$ cat config.mk
export PLATFORM = sky130hd
export DESIGN_NAME = decision_tree_trainer
export DESIGN_NICKNAME = d
export VERILOG_FILES = /design/src/rtl/dt_pkg.sv /design/src/rtl/dt_vote_counter.sv /design/src/rtl/decision_tree_trainer.sv
export SDC_FILE = /design/constraint.sdc
export NUM_CORES = 1
export LEC_CHECK = 0
export CAP_MARGIN = 20
export CORE_UTILIZATION = 30
export CTS_CLUSTER_SIZE = 16
export DETAILED_ROUTE_END_ITERATION = 10
export GPL_TIMING_DRIVEN = 1
export HOLD_SLACK_MARGIN = 0.06
export PLACE_DENSITY = 0.41
export SLEW_MARGIN = 20
export SYNTH_ARGS = -nofsm -noshare
export SYNTH_HDL_FRONTEND = slang
export SYNTH_HIERARCHICAL = 1
export SYNTH_SLANG_ARGS = --single-unit
$ cat constraint.sdc
create_clock -name clk -period 3 [get_ports clk]
set_input_delay 0.45 -clock clk [delete_from_list [all_inputs] [get_ports clk]]
set_output_delay 0.45 -clock clk [all_outputs]
set_load 0.02 [all_outputs]
$ cat src/rtl/dt_pkg.sv
// Shared types and constants for the decision tree trainer and its classifier.
package dt_pkg;

  localparam int DT_FEAT_W = 3;
  localparam int DT_NLEAF  = 2 ** DT_FEAT_W;

  typedef enum logic [2:0] {
    ST_IDLE,
    ST_CLEAR,
    ST_ACCUM,
    ST_RESOLVE,
    ST_DONE
  } dt_state_e;

endpackage

$ cat src/rtl/dt_vote_counter.sv
// One leaf's pair of saturating vote counters (label 0 and label 1).
module dt_vote_counter #(
  parameter int CNT_W = 8
) (
  input  logic             clk,
  input  logic             rst_n,
  input  logic             clr,
  input  logic             inc0,
  input  logic             inc1,
  output logic [CNT_W-1:0] cnt0,
  output logic [CNT_W-1:0] cnt1,
  output logic             sat
);

  localparam logic [CNT_W-1:0] CNT_MAX = '1;

  // Flags an increment that was swallowed because the counter was already full.
  assign sat = (inc0 && (cnt0 == CNT_MAX)) || (inc1 && (cnt1 == CNT_MAX));

  // NOTE: sequential state uses non-blocking assignments so every counter
  // updates from the same pre-edge values, independent of block order.
  always_ff @(posedge clk) begin
    if (!rst_n || clr) begin
      cnt0 <= '0;
      cnt1 <= '0;
    end else begin
      if (inc0 && (cnt0 != CNT_MAX)) cnt0 <= cnt0 + 1'b1;
      if (inc1 && (cnt1 != CNT_MAX)) cnt1 <= cnt1 + 1'b1;
    end
  end

endmodule

$ cat src/rtl/decision_tree_trainer.sv
// Learns the classifier's leaf prediction table by per-leaf majority vote.
// Optional DT_TRAINER_SPARSE_EN forces under-sampled leaves to 0 and reports them.
module decision_tree_trainer
  import dt_pkg::*;
#(
  parameter int FEAT_W      = DT_FEAT_W,
  parameter int CNT_W       = 8,
  parameter int MIN_SAMPLES = 2,
  localparam int NLEAF      = 2 ** FEAT_W
) (
  input  logic              clk,
  input  logic              rst_n,
  input  logic              start,
  input  logic              commit,
  input  logic              s_valid,
  output logic              s_ready,
  input  logic [FEAT_W-1:0] s_features,
  input  logic              s_label,
  output logic              busy,
  output logic              done,
  output logic              table_valid,
  output logic [NLEAF-1:0]  pred_table,
  output logic              sat
`ifdef DT_TRAINER_SPARSE_EN
  ,
  output logic [NLEAF-1:0]  sparse_mask
`endif
);

  localparam logic [FEAT_W-1:0] LAST_LEAF = FEAT_W'(NLEAF - 1);

  dt_state_e         state_q, state_d;
  logic [FEAT_W-1:0] k_q;
  logic [CNT_W-1:0]  cnt0 [NLEAF];
  logic [CNT_W-1:0]  cnt1 [NLEAF];
  logic [NLEAF-1:0]  leaf_sat;
  logic              accept;
  logic              clr;
  logic              leaf_pred;

  // A restart in ACCUM drops the sample presented alongside it.
  assign accept = (state_q == ST_ACCUM) && s_valid && !start;
  assign clr    = (state_q == ST_CLEAR);

  for (genvar i = 0; i < NLEAF; i++) begin : g_leaf
    logic hit;
    assign hit = accept && (s_features == FEAT_W'(i));

    dt_vote_counter #(.CNT_W(CNT_W)) u_cnt (
      .clk  (clk),
      .rst_n(rst_n),
      .clr  (clr),
      .inc0 (hit && !s_label),
      .inc1 (hit && s_label),
      .cnt0 (cnt0[i]),
      .cnt1 (cnt1[i]),
      .sat  (leaf_sat[i])
    );
  end

  // NOTE: every always_comb output gets a default first so no path infers a latch.
  always_comb begin
    state_d = state_q;
    unique case (state_q)
      ST_IDLE:    if (start) state_d = ST_CLEAR;
      ST_CLEAR:   state_d = ST_ACCUM;
      ST_ACCUM: begin
        if (start)       state_d = ST_CLEAR;
        else if (commit) state_d = ST_RESOLVE;
      end
      ST_RESOLVE: if (k_q == LAST_LEAF) state_d = ST_DONE;
      ST_DONE:    state_d = ST_IDLE;
      default:    state_d = ST_IDLE;
    endcase
  end

`ifdef DT_TRAINER_SPARSE_EN
  localparam logic [CNT_W:0] MIN_SUM = (CNT_W + 1)'(MIN_SAMPLES);

  logic [CNT_W:0] leaf_sum;
  logic           leaf_sparse;

  always_comb begin
    leaf_sum    = {1'b0, cnt0[k_q]} + {1'b0, cnt1[k_q]};
    leaf_sparse = (leaf_sum < MIN_SUM);
    leaf_pred   = (cnt1[k_q] > cnt0[k_q]) && !leaf_sparse;
  end
`else
  assign leaf_pred = (cnt1[k_q] > cnt0[k_q]);
`endif

  // Handshake/status outputs are registered from the next state so they
  // line up exactly with the state they describe.
  always_ff @(posedge clk) begin
    if (!rst_n) begin
      state_q     <= ST_IDLE;
      k_q         <= '0;
      s_ready     <= 1'b0;
      busy        <= 1'b0;
      done        <= 1'b0;
      table_valid <= 1'b0;
      pred_table  <= '0;
      sat         <= 1'b0;
`ifdef DT_TRAINER_SPARSE_EN
      sparse_mask <= '0;
`endif
    end else begin
      state_q <= state_d;
      s_ready <= (state_d == ST_ACCUM);
      busy    <= (state_d != ST_IDLE);
      done    <= (state_d == ST_DONE);

      if (clr) begin
        sat         <= 1'b0;
        table_valid <= 1'b0;
`ifdef DT_TRAINER_SPARSE_EN
        sparse_mask <= '0;
`endif
      end else begin
        if (|leaf_sat)            sat         <= 1'b1;
        if (state_d == ST_DONE)   table_valid <= 1'b1;
      end

      if (state_q == ST_RESOLVE) begin
        k_q             <= k_q + 1'b1;
        pred_table[k_q] <= leaf_pred;
`ifdef DT_TRAINER_SPARSE_EN
        sparse_mask[k_q] <= leaf_sparse;
`endif
      end else begin
        k_q <= '0;
      end
    end
  end

endmodule

Yosys cells after proc, flatten, opt, wreduce, memory -nomap -nowiden
Index checks and enable logic that the tools add are counted.
- $add $sub $neg: 17
- order comparisons: 4
- equal/unequal tests: 45
- multiplexer cells: 14
- bitwise gates (word level): 2
- reductions and logical operators: 77
- operator list (operator ; count):
    8-bit by 1-bit adder with 8-bit output (second input constant) ; 16
    8-bit equality test (second input constant) ; 16
    8-bit != test (second input constant) ; 16
    1-bit logical AND ; 59
    8-bit binary-select mux with 3-bit select ; 2
    8-bit 2-to-1 mux ; 4
    3-bit equality test (second input constant) ; 6
    3-bit by 2-bit equality test with 1-bit output (second input constant) ; 5
    3-bit 2-to-1 mux ; 4
    3-bit case mux with 4 select lines ; 1
    1-bit logical OR ; 9
    8-bit bitwise mux ; 1
    8-bit greater-than comparator ; 1
    8-bit OR reduction ; 1
    3-bit by 1-bit equality test with 1-bit output (second input constant) ; 2
    3-bit logical NOT ; 2
    4-bit greater-or-equal comparator (second input constant) ; 1
    3-bit by 4-bit less-than comparator with 1-bit output (second input constant) ; 1
    3-bit NOT with 4-bit output ; 1
    3-bit by 1-bit adder with 3-bit output (second input constant) ; 1
    1-bit demux with 3-bit select ; 1
    3-bit by 1-bit greater-or-equal comparator with 1-bit output (second input constant) ; 1
    1-bit logical NOT ; 3
    3-bit nonzero test ; 1
    4 further kinds ; 4
- flip-flop bits (word level): 147
- input bits: 9
- output and inout port bits: 13
- word-level logic and storage cells: 183

Logic depth before layout (Yosys ltp)
- depth in word-level cells: 8
- gate-level depth with buffers: 12
- gate-level depth less buffers: 9

Cells and area by module
The synthesis kept the hierarchy.
- modules (own cells, without submodules) (module ; times used ; cells each ; area an instance (um^2) ; sequential area each (um^2)):
    dt_vote_counter ; 8 ; 91 ; 807.0 ; 320.3
    decision_tree_trainer ; 1 ; 263 ; 2163.3 ; 380.4

Worst setup path after synthesis
Ideal clock, no wire load.
- path kind: flip-flop to flip-flop
- start point: register k_q[0]
- end point: register pred_table[0]
- setup time: 87 ps
- arrival time: 2454 ps
- data required time: 2913 ps
- path slack: 459 ps
- cell stages (with the launch flop): 11
- path buffers: 1
- clock period less this slack: 2541 ps
- path through: dfxtp_1 > buf_6 > mux4_2 > nand2_1 > o21ai_1 > a221o_1 > ha_1 > nand4_2 > a211oi_1 > o31ai_4 > o31ai_1
- cells in the longest elaborated chain, start to end: 6
- elaborated cells on any way between the ends: 14
- classes of those cells: 3 x order compare; 9 x mux; 1 x bitwise; 1 x reduce/logical
- RTL lines (element ; line ; source):
    start, declared ; decision_tree_trainer.sv:33 ; logic [FEAT_W-1:0] k_q;
    start signal, assigned ; decision_tree_trainer.sv:125 ; k_q <= k_q + 1'b1;
    3-bit NOT with 4-bit output (implied by the code) ; decision_tree_trainer.sv:89 ; assign leaf_pred = (cnt1[k_q] > cnt0[k_q]);
    8-bit binary-select mux with 3-bit select ; decision_tree_trainer.sv:89 ;
    8-bit 2-to-1 mux (implied by the code) (2 in a row) ; decision_tree_trainer.sv:89 ;
    8-bit greater-than comparator ; decision_tree_trainer.sv:89 ;
    8-bit bitwise mux (*) ; decision_tree_trainer.sv:126 ; pred_table[k_q] <= leaf_pred;
    end signal, assigned by index ; decision_tree_trainer.sv:126 ;
    end, declared ; decision_tree_trainer.sv:22 ; output logic [NLEAF-1:0] pred_table,
Every way passes the cells marked *; elsewhere a longest branch is shown, timed or not. The select of a mux whose other input is x is not followed.
A chain may end at the register's enable or synchronous reset.

Worst setup path in the final report
- start point: register k_q[0]
- end point: register pred_table[2]
Same word-level chain as after synthesis.

==> flow_metrics.py <==
metrics = {
    "status": {
        "status": "complete, no violations",
    },
    "die": {
        "die_x_um": 172,
        "dieArea_um2": 29400,
        "die-height_um": 172,
        "start_util_pct": 30.8,
        "rows": 61,
        "core_area_um2": 28000,
        "ios": 22,
    },
    "global_route": {
        "grt_pass1_vias": 7318,
        "use_met2_pct": 30.8,
        "grt_use_met1_pct": 29.2,
        "gr-usage-all-layers_pct": 20.6,
        "busiest_layer": "met2",
        "grt_overflow": 0,
        "grt_max_degree": 28,
        "grtUsageMet3_pct": 3.98,
        "antenna_found_initial": 0,
        "grt_pass1_wl_um": 44800,
    },
    "synthesis": {
        "synth_edf_count": 0,
        "ys_seq_area_share_pct": 34.1,
        "synth_cells": 991,
        "yosysWarningCount": 6,
        "synth-main-ff-cell": "dfxtp_1",
        "avgSynthCellArea_um2": 8.70,
        "yosysTopAreaCell": "dfxtp_1",
        "synthDistinctLibCells": 66,
        "synth_area_leaders": "dfxtp_1 34%, mux2i_1 6.0%, nand2_1 4.4%, ha_1 3.8%, a21oi_1 3.5%",
        "netlist_area_um2": 8620,
        "synth_compound_area_share_pct": 22.8,
        "ys_async_sr_fraction_pct": 0,
        "muxShareOfSynthArea_pct": 9.30,
        "synth_top_area_share_pct": 34.1,
        "synth_top_family_by_area": "simple AND/OR/NAND/NOR gates",
        "synthSimpleGateAreaFrac_pct": 26.2,
        "synthAdderAreaFrac_pct": 3.77,
        "ys_ff_latch": 147,
        "synthesis.nets": 1026,
        "synth_xor_area_share_pct": 0,
    },
    "critical_path": {
        "r2r_setup_slack_ns": 0.14,
        "cpMaxStageDelayCell": "mux4_2",
        "critical_path_depth": 11,
        "reg2regPathDepth": 11,
        "worst_setup_path_start_kind": "register",
        "critPathKind": "register to register",
        "critical_path_buf_inv_count": 2,
        "crit_arrival_ns": 3.19,
        "worstPathCellList": "mux4_2 -> nand2_1 -> o21ai_1 -> a221oi_1 -> ha_4 -> a21oi_1 -> o21ai_0 -> buf_4 -> o31ai_4 -> buf_12 -> o21ai_1",
        "crit_required_ns": 3.33,
        "critPathLaunch": "k_q[0]",
        "reg2reg_from": "k_q[0]",
        "cp_common_cell": "o21ai_1",
        "endpoint_kind": "register",
        "cp_top_family": "compound AO/OA/AOI/OAI gates",
        "slowest_delay_ns": 0.56,
        "cp_max_fo": 12,
        "r2r-end": "pred_table[2]",
        "crit_path_end": "pred_table[2]",
    },
    "timing": {
        "maxSlewHeadroom_pct": 59.3,
        "fmax_ghz": 0.349,
        "fin_crit_ns": 2.86,
        "timing.final.ws_setup_ns": 0.136,
        "timing.hold.ws_ns": 0.460,
        "timing.final.max_slew_violations": 0,
        "finalSetupViolations": 0,
        "finalCritPeriodShare_pct": 95.5,
        "worst_pin_slew_ns": 0.605,
        "skew_ns": 0.0130,
        "final_hold_viol_count": 0,
    },
    "placement": {
        "dp_hpwl_um": 22500,
        "portBuffers": 21,
        "place_congestion": 0.868,
        "dp_slack_ns": -0.0391,
    },
    "layout": {
        "fill_cells": 2891,
        "layout-drive-gt1-share_pct": 13.8,
        "area_growth_pct": 19.2,
        "layout_commonest_cell": "dfxtp_1",
        "antenna_cells": 0,
        "seqCellArea_um2": 2950,
        "final_nets": 1092,
        "multiInputGateArea_um2": 5390,
        "mostFrequentLayoutCells": "144 x dfxtp_1, 100 x nand2_1, 61 x a21oi_1, 60 x buf_4, 54 x nor3_1",
    },
    "detailed_routing": {
        "drt-pass1-iter-count": 6,
        "drtIter0Drc": 725,
        "vias": 8172,
        "wl_um": 29500,
        "postRouteAntennaNets": 0,
        "avgViaCountPerCell": 5.64,
        "route.detailed.drc": 0,
        "wl_per_cell_um": 20.4,
    },
    "power": {
        "switchingPower_uw": 1050,
        "power_frac_clock_pct": 51.4,
        "p_sw_share_pct": 23.8,
        "power_density_nw_per_um2": 430,
        "seqPwrFrac_pct": 44.3,
        "pwr-share-comb_pct": 4.3,
        "ir_worst_vdd_uv": 326,
        "p_leak_uw": 0.00341,
        "intPower_uw": 3370,
    },
    "cts": {
        "cts_tree": "done",
        "ctsRootBufferMaster": "clkbuf_16",
        "clock_sinks": 147,
        "cts_buffers": 17,
        "post_cts_buffers": 0,
        "clk_latency_ns": 0.45,
        "cts-htree-levels": 4,
        "cts_buffer_depth": 2,
        "hold_buffers": 0,
        "clk_pin_slew_worst_paths_ns": 0.06,
    },
    "flow_run": {
        "drv_cap": 0,
    },
    "hold_path": {
        "min_path_type": "register to register",
        "whs_path_depth": 2,
    },
}
## registers in the layout (all words and copies together), names as in the netlist
| signal | count |
|---|---|
| state_q | 3 |
| s_ready | 1 |
| done | 1 |
| g_leaf.u_cnt/cnt0 | 64 |
| busy | 1 |
| pred_table | 8 |
| sat | 1 |
| k_q | 3 |
| g_leaf.u_cnt/cnt1 | 64 |
| table_valid | 1 |
## worst reg2reg max path: cells and delay by family (launching register included)
kind | cells | cell delay, ns
AND/OR/NAND/NOR | 1 | 0.10
adder cells (fa/ha/maj) | 1 | 0.28
buffers and inverters | 2 | 0.32
multiplexers | 1 | 0.57
flip-flops | 1 | 0.47
AO/OA/AOI/OAI | 6 | 1.00
## cells in the mapped netlist, drive strengths merged, types with 33 or more instances
cell type	instances
a211oi	35
a21oi	61
a31oi	42
and4	33
buf	35
dfxtp	147
mux2i	52
nand2	108
nand2b	36
nand3	41
nand4	33
nor3	55
## worst min path at each step
stage,from,endpoint
CTS,pred_table[3],pred_table[3]
floorplan,g_leaf[0].u_cnt/cnt0[7],g_leaf[0].u_cnt/cnt0[7]
detailed placement,pred_table[3],pred_table[3]
finish,pred_table[4],pred_table[4]
global placement,pred_table[4],pred_table[4]
global route,pred_table[3],pred_table[3]
## metrics by stage
stage          instances  util, %  cell area, µm²  TNS (ns)  total power, µW
3_5_place_dp        1416     34.4            9620   -0.0696             2190
4_1_cts             1448     36.6           10200         0             4490
3_3_place_gp        1416     34.4            9620    -0.105             2190
2_1_floorplan        991        -            8620         0             2110
5_1_grt             1448     36.7           10300   -0.0644             4580
6_report            1448     36.7           10300         0             4420
## cell families (layout without fill, tap and decap cells)
group                      count (synthesis)  after routing
muxes                                     70             70
and+or+nand+nor                          406            406
buffers and inverters                     66            145
adders and majority gates                 26             26
DFF                                      147            147
AOI/OAI and AO/OA                        276            276
## power groups by stage
stage	clock network, µW	logic [µW]	registers [µW]
2_1_floorplan	0	106	2000
3_3_place_gp	0	187	2000
3_5_place_dp	0	188	2000
4_1_cts	2340	189	1960
5_1_grt	2420	206	1960
6_report	2270	189	1960
## final cells by class
type / count / area share (%)
clock buffers: 19 / 4.31
repair buffers: 85 / 7.21
well taps: 378 / 4.60
multi-input cells: 778 / 52.5
clock inverters: 13 / 1.68
flip-flops and latches: 147 / 28.7
inverters: 28 / 1.02
## per-layer routing
metal,vias to the layer above,part of all wire [%],wire length [µm]
met5,-,0,0
met4,0,2.0,600
met3,30,5.6,1640
met2,225,44,13000
met1,3904,48,14200
li1,4013,-,-
## repair_timing
item | 4_1_cts | 5_1_grt
endpoints found under the setup margin | 1 | 8
gates resized for setup | 1 | 5
pin swaps | 0 | 1
Power figures use the tool's default switching activity.
